File: config.mk
export PLATFORM = sky130hd
export DESIGN_NAME = display_frame_controller
export DESIGN_NICKNAME = d
export VERILOG_FILES = /design/src/rtl/display_frame_controller.sv
export SDC_FILE = /design/constraint.sdc
export NUM_CORES = 1
export LEC_CHECK = 0
export CAP_MARGIN = 10
export CORE_MARGIN = 2
export CORE_UTILIZATION = 23
export CTS_CLUSTER_DIAMETER = 60
export CTS_CLUSTER_SIZE = 14
export DETAILED_ROUTE_END_ITERATION = 10
export GPL_TIMING_DRIVEN = 0
export PLACE_DENSITY = 0.44
export RECOVER_POWER = 25
export SLEW_MARGIN = 0
export SYNTH_ARGS = -nofsm -noshare
export SYNTH_HDL_FRONTEND = slang
export SYNTH_SLANG_ARGS = --single-unit
export TNS_END_PERCENT = 1
File: constraint.sdc
create_clock -name clk -period 2.18 [get_ports clk]
set_clock_uncertainty 0.05 [all_clocks]
set_input_delay 0.545 -clock clk [delete_from_list [all_inputs] [get_ports clk]]
set_output_delay 0.545 -clock clk [all_outputs]
set_load 0.03 [all_outputs]
File: src/rtl/display_frame_controller.sv
// display_frame_controller
//   Sequences what the graphics pixel datapath renders. Owns the displayed
//   screen select, the T-spin banner flag and the test-pattern enable, and
//   only changes them on frame boundaries. Every screen change inserts
//   BLANK_FRAMES whole frames of background-only output.
//
// Optional feature (macro TSPIN_BLINK_EN):
//   defined   -> T-spin banner blinks 8 frames on / 8 frames off while lit
//   undefined -> T-spin banner is solid while lit
//
// Ports
//   clk                 system clock
//   rst_l               asynchronous active-low reset
//   frame_start         one-cycle pulse at start of vertical blank
//   screen_req          screen requested by game logic
//   tspin_event         one-cycle pulse, T-spin detected
//   testpattern_req     asynchronous test-pattern switch
//   display_screen      screen select to graphics mux
//   display_tspin       T-spin banner enable
//   display_testpattern test-pattern enable
//   blank_active        graphics shows background only
//   screen_changed      one-cycle pulse on screen commit

package display_frame_pkg;
  typedef enum logic [2:0] {
    START_SCREEN = 3'd0,
    SPRINT_MODE  = 3'd1,
    MP_READY     = 3'd2,
    MP_GAME      = 3'd3,
    GAME_OVER    = 3'd4
  } game_screens_t;
endpackage

module display_frame_controller
  import display_frame_pkg::*;
#(
  parameter int BLANK_FRAMES      = 4,
  parameter int TSPIN_HOLD_FRAMES = 60,
  parameter int CNT_W             = 8
) (
  input  logic          clk,
  input  logic          rst_l,
  input  logic          frame_start,
  input  game_screens_t screen_req,
  input  logic          tspin_event,
  input  logic          testpattern_req,
  output game_screens_t display_screen,
  output logic          display_tspin,
  output logic          display_testpattern,
  output logic          blank_active,
  output logic          screen_changed
);

  typedef enum logic [1:0] {SHOW, WAIT_FRAME, BLANK} state_t;

  localparam logic             L_NO_BLANK = (BLANK_FRAMES == 0);
  localparam logic [CNT_W-1:0] L_BLANK_N  = CNT_W'(BLANK_FRAMES);
  localparam logic [CNT_W-1:0] L_HOLD_N   = CNT_W'(TSPIN_HOLD_FRAMES);

  state_t           r_state;
  game_screens_t    r_pending;
  logic [CNT_W-1:0] r_blank_cnt;
  logic [CNT_W-1:0] r_tspin_cnt;
  logic             r_tp_meta;
  logic             r_tp_sync;

  logic             w_commit;
  logic [CNT_W-1:0] w_tspin_nxt;
  logic             w_tspin_on;

  // Commit happens on a frame boundary: straight from WAIT_FRAME when no
  // blanking is configured, or on the last frame of the blank period.
  // A withdrawn request in WAIT_FRAME never commits.
  always_comb begin
    w_commit = 1'b0;
    if (frame_start) begin
      if (r_state == WAIT_FRAME && screen_req != display_screen && L_NO_BLANK)
        w_commit = 1'b1;
      if (r_state == BLANK && r_blank_cnt <= 1)
        w_commit = 1'b1;
    end
  end

  // Priority: commit clear > event reload > frame decrement.
  always_comb begin
    w_tspin_nxt = r_tspin_cnt;
    if (w_commit)
      w_tspin_nxt = '0;
    else if (tspin_event && r_state == SHOW)
      w_tspin_nxt = L_HOLD_N;
    else if (frame_start && r_tspin_cnt != '0)
      w_tspin_nxt = r_tspin_cnt - 1'b1;
  end

`ifdef TSPIN_BLINK_EN
  logic [CNT_W-1:0] r_blink_cnt;
  logic [CNT_W-1:0] w_blink_nxt;

  // Reloading to 8 puts bit 3 high so the banner lights on the event itself.
  always_comb begin
    w_blink_nxt = r_blink_cnt;
    if (tspin_event)
      w_blink_nxt = CNT_W'(8);
    else if (frame_start)
      w_blink_nxt = r_blink_cnt + 1'b1;
  end

  always_ff @(posedge clk or negedge rst_l) begin
    if (!rst_l) r_blink_cnt <= '0;
    else        r_blink_cnt <= w_blink_nxt;
  end

  assign w_tspin_on = (w_tspin_nxt != '0) && w_blink_nxt[3];
`else
  assign w_tspin_on = (w_tspin_nxt != '0);
`endif

  always_ff @(posedge clk or negedge rst_l) begin
    if (!rst_l) begin
      r_state             <= SHOW;
      r_pending           <= START_SCREEN;
      r_blank_cnt         <= '0;
      r_tspin_cnt         <= '0;
      r_tp_meta           <= 1'b0;
      r_tp_sync           <= 1'b0;
      display_screen      <= START_SCREEN;
      display_tspin       <= 1'b0;
      display_testpattern <= 1'b0;
      blank_active        <= 1'b0;
      screen_changed      <= 1'b0;
    end else begin
      screen_changed <= 1'b0;

      // Test pattern path is independent of the screen FSM.
      r_tp_meta <= testpattern_req;
      r_tp_sync <= r_tp_meta;
      if (frame_start) display_testpattern <= r_tp_sync;

      r_tspin_cnt   <= w_tspin_nxt;
      display_tspin <= w_tspin_on;

      case (r_state)
        SHOW: begin
          if (screen_req != display_screen) begin
            r_pending <= screen_req;
            r_state   <= WAIT_FRAME;
          end
        end
        WAIT_FRAME: begin
          if (screen_req == display_screen) begin
            r_state <= SHOW;
          end else begin
            r_pending <= screen_req;
            if (frame_start && !L_NO_BLANK) begin
              blank_active <= 1'b1;
              r_blank_cnt  <= L_BLANK_N;
              r_state      <= BLANK;
            end
          end
        end
        BLANK: begin
          // Latest request wins; the blank period itself is never restarted.
          r_pending <= screen_req;
          if (frame_start && r_blank_cnt > 1)
            r_blank_cnt <= r_blank_cnt - 1'b1;
        end
        default: r_state <= SHOW;
      endcase

      // Commits the registered pending screen, even if it equals the old one.
      if (w_commit) begin
        display_screen <= r_pending;
        blank_active   <= 1'b0;
        screen_changed <= 1'b1;
        r_blank_cnt    <= '0;
        r_state        <= SHOW;
      end
    end
  end

endmodule

==> flow_metrics.tcl <==
set metrics [dict create \
    outcome "finished, final reports clean" \
    rows 29 \
    ys.flop_type "dfrtp_1" \
    cp_top_family "simple AND/OR/NAND/NOR gates" \
    fin_crit_ns 2.07 \
    start_util 0.238 \
    final_nets 187 \
    wl_per_cell_microns 12.1 \
    wl_microns 3070 \
    clk_latency_ns 0.28 \
    end_kind "register" \
    design.core.area_sq_um 6350 \
    worst-setup-path-type "reg2reg" \
    antennaDiodeCount 0 \
    fin_area_sq_um 1840 \
    clock_sinks 30 \
    cts_hold_repair.buffers 0 \
    ios 15 \
    dpl.hpwl_microns 2200 \
    use_met2 0.154 \
    setup_viol 0 \
    hold_class "in2async" \
    cp_cell_sequence "or3_4 -> or4_1 -> mux2i_1 -> and3_1 -> a31oi_1" \
    gr-total-overflow 0 \
    async_flop_share 1.00 \
    syn_avg_cell_area_sq_um 9.77 \
    place_ws_ns -0.174 \
    ys_types 38 \
    grt_usage 0.0977 \
    cap_violations 0 \
    endpoint "display_tspin$_DFF_PN0_" \
    cts_max_path_buffers 2 \
    intPower_mw 1.40 \
    syn_area_sq_um 1510 \
    p_leak_nw 0.775 \
    ctsResizeCount 0 \
    instances_no_fill 253 \
    p_comb_frac 0.398 \
    grt-busiest-layer "met2" \
    r2r_slack_ns 0.11 \
    vias_per_cell 4.65 \
    ys_seq_elements 30 \
    syn_to_final_growth_pct 21.8 \
    slowest_delay_ns 0.51 \
    io_buffers 13 \
    ys_seq_area_frac 0.496 \
    grt_max_degree 31 \
    ys_warn_count 0 \
    p_sw_frac 0.398 \
    final-hold-violation-count 0 \
    dpl_cell_area_sq_um 1740 \
    critPathRequiredTime_ns 2.28 \
    cellPowerDensity_nw_per_um2 1260 \
    whs_ns 0.250 \
    htree_levels 2 \
    crit_start "r_tspin_cnt[2]$_DFF_PN0_" \
    cts_tree "done" \
    dieHeight_microns 85.1 \
    worstSetupStartpointType "register" \
    p_switching_uw 928 \
    fin_crit_sh 0.947 \
    gr-usage-met1 0.122 \
    drc 0 \
    ir_drop_v 0.000466 \
    gp_congestion 0.767 \
    place_inst 245 \
    postSynthCellCount 155 \
    cp_max_fo 7 \
    postCtsSetupRepairBufs 0 \
    antenna_left 0 \
    cp.arrival_ns 2.17 \
    cts-root-buf "clkbuf_8" \
    rsz0062_at_grt "no" \
    synth_edf_count 0 \
    via_count 1176 \
    max_freq_mhz 484 \
    clkTransAtPathRegs_ns 0.06 \
    worst_pin_slew_ns 0.683 \
    drive_gt1_frac 0.136 \
    dieArea_sq_um 7250 \
    clkPwrFrac 0.197 \
    die_w_microns 85.1 \
    path_buf_inv 0 \
    seqPwrFrac 0.404 \
    finalWorstSetupSlack_ns 0.115 \
    syn-num-nets 167 \
    slew_violations 0 \
    cp_slowest_cell "or4_1" \
    r2r-start "r_tspin_cnt[2]$_DFF_PN0_" \
    reg2reg_to "display_tspin$_DFF_PN0_" \
    slew_headroom 0.545 \
    grt_pass1_vias 1193 \
    cts_buffers 5 \
    path_depth 5 \
    grt_use_met3 0.0292 \
    first_pass_iters 4 \
    drt-initial-drc-count 63 \
    antenna_found_initial 0 \
    grt_pass1_wl_microns 5520 \
    worst_r2r_path_depth 5 \
    final_core_util 0.290 \
]
## worst register-to-register path, delay by kind of cell (launching register included)
kind               cells  cell delay (ns)
and+or+nand+nor        3             1.16
DFF                    1             0.44
AOI/OAI and AO/OA      1             0.08
muxes                  1             0.21
## metal layers
metal  wire length, microns  share of wire
met1                   1540           0.50
met3                     94          0.031
met2                   1370           0.45
met5                      0              0
met4                     73          0.024
## cell families (layout without fill, tap and decap cells)
group,count (synthesis),in the layout,share of synthesized area
AND/OR/NAND/NOR,70,70,0.229
buffers and inverters,8,29,0.0207
AO/OA/AOI/OAI,31,31,0.143
adder cells (fa/ha/maj),4,4,0.0331
flip-flops,30,30,0.496
XOR/XNOR,5,5,0.0289
multiplexers,7,7,0.0496
## cells in the mapped netlist, types with 2 or more instances
| master | n | area share |
|---|---|---|
| nor2b_1 | 2 | 0.0083 |
| mux2_2 | 4 | 0.030 |
| inv_1 | 6 | 0.015 |
| or2_2 | 3 | 0.012 |
| nand2b_1 | 2 | 0.0083 |
| and2_1 | 2 | 0.0083 |
| or4_1 | 2 | 0.0099 |
| dfrtp_1 | 30 | 0.50 |
| o31ai_1 | 2 | 0.0099 |
| nor3_1 | 5 | 0.017 |
| and3_1 | 2 | 0.0083 |
| a21oi_1 | 7 | 0.023 |
| nand2_1 | 22 | 0.055 |
| nand3_1 | 4 | 0.013 |
| a31oi_1 | 3 | 0.012 |
| or3_1 | 3 | 0.012 |
| nor2_1 | 17 | 0.042 |
| xnor2_1 | 5 | 0.029 |
| ha_1 | 4 | 0.033 |
| mux2i_1 | 3 | 0.020 |
| o21ai_1 | 2 | 0.0066 |
| o21ai_0 | 9 | 0.030 |
## final cells by class
| class | count | area [sq um] |
|---|---|---|
| buffer | 1 | 5.00 |
| fill | 655 | 4510 |
| sequential | 30 | 752 |
| inverter | 7 | 26.3 |
| multi-input combinational | 117 | 748 |
| tap | 77 | 96.3 |
| clock inverter | 1 | 5.00 |
| clock buffer | 7 | 86.3 |
| timing repair buffer | 13 | 125 |
## worst min-delay path by stage
stage	start	to	slack, ns	cells after the start
global route	rst_l	r_blank_cnt[1]$_DFFE_PN0P_	0.32	1
finish	rst_l	r_blank_cnt[5]$_DFFE_PN0P_	0.25	1
global placement	r_tp_meta$_DFF_PN0_	r_tp_sync$_DFF_PN0_	0.28	0
CTS	rst_l	r_blank_cnt[1]$_DFFE_PN0P_	0.28	1
detailed placement	r_tp_meta$_DFF_PN0_	r_tp_sync$_DFF_PN0_	0.29	0
floorplan	rst_l	blank_active$_DFFE_PN0P_	0.20	0
## power groups by stage
| stage | clock network [mW] | registers, mW | logic [mW] |
|---|---|---|---|
| 2_1_floorplan | 0 | 0.967 | 0.638 |
| 3_3_place_gp | 0 | 0.947 | 0.930 |
| 3_5_place_dp | 0 | 0.945 | 0.929 |
| 4_1_cts | 0.485 | 0.936 | 0.933 |
| 5_1_grt | 0.509 | 0.983 | 1.06 |
| 6_report | 0.460 | 0.943 | 0.929 |
## cells in the final DEF, fill, tap and decap left out, types with 3 or more instances in the layout
cell	netlist	routed
dfrtp_1	30	29
nand2_1	22	22
nor2_1	17	17
clkdlybuf4s50_1	0	11
o21ai_0	9	9
a21oi_1	7	7
inv_1	6	6
clkbuf_8	0	6
nor3_1	5	5
xnor2_1	5	5
nand3_1	4	4
mux2_2	4	4
ha_1	4	4
or3_1	3	3
or2_2	3	3
mux2i_1	3	3
## through the flow
step | TNS (ns) | total power, mW
floorplan | 0 | 1.60
global placement | -5.57 | 1.88
detailed placement | -1.20 | 1.87
CTS | 0 | 2.35
global route | 0 | 2.55
finish | 0 | 2.33
## registers in the layout, summed over array words and instances, names as in the netlist, 2 cells and up
name	count
r_tspin_cnt	8
r_blank_cnt	8
r_state	2
display_screen	3
r_pending	3
Note: power is estimated with default switching activity, not from simulation.
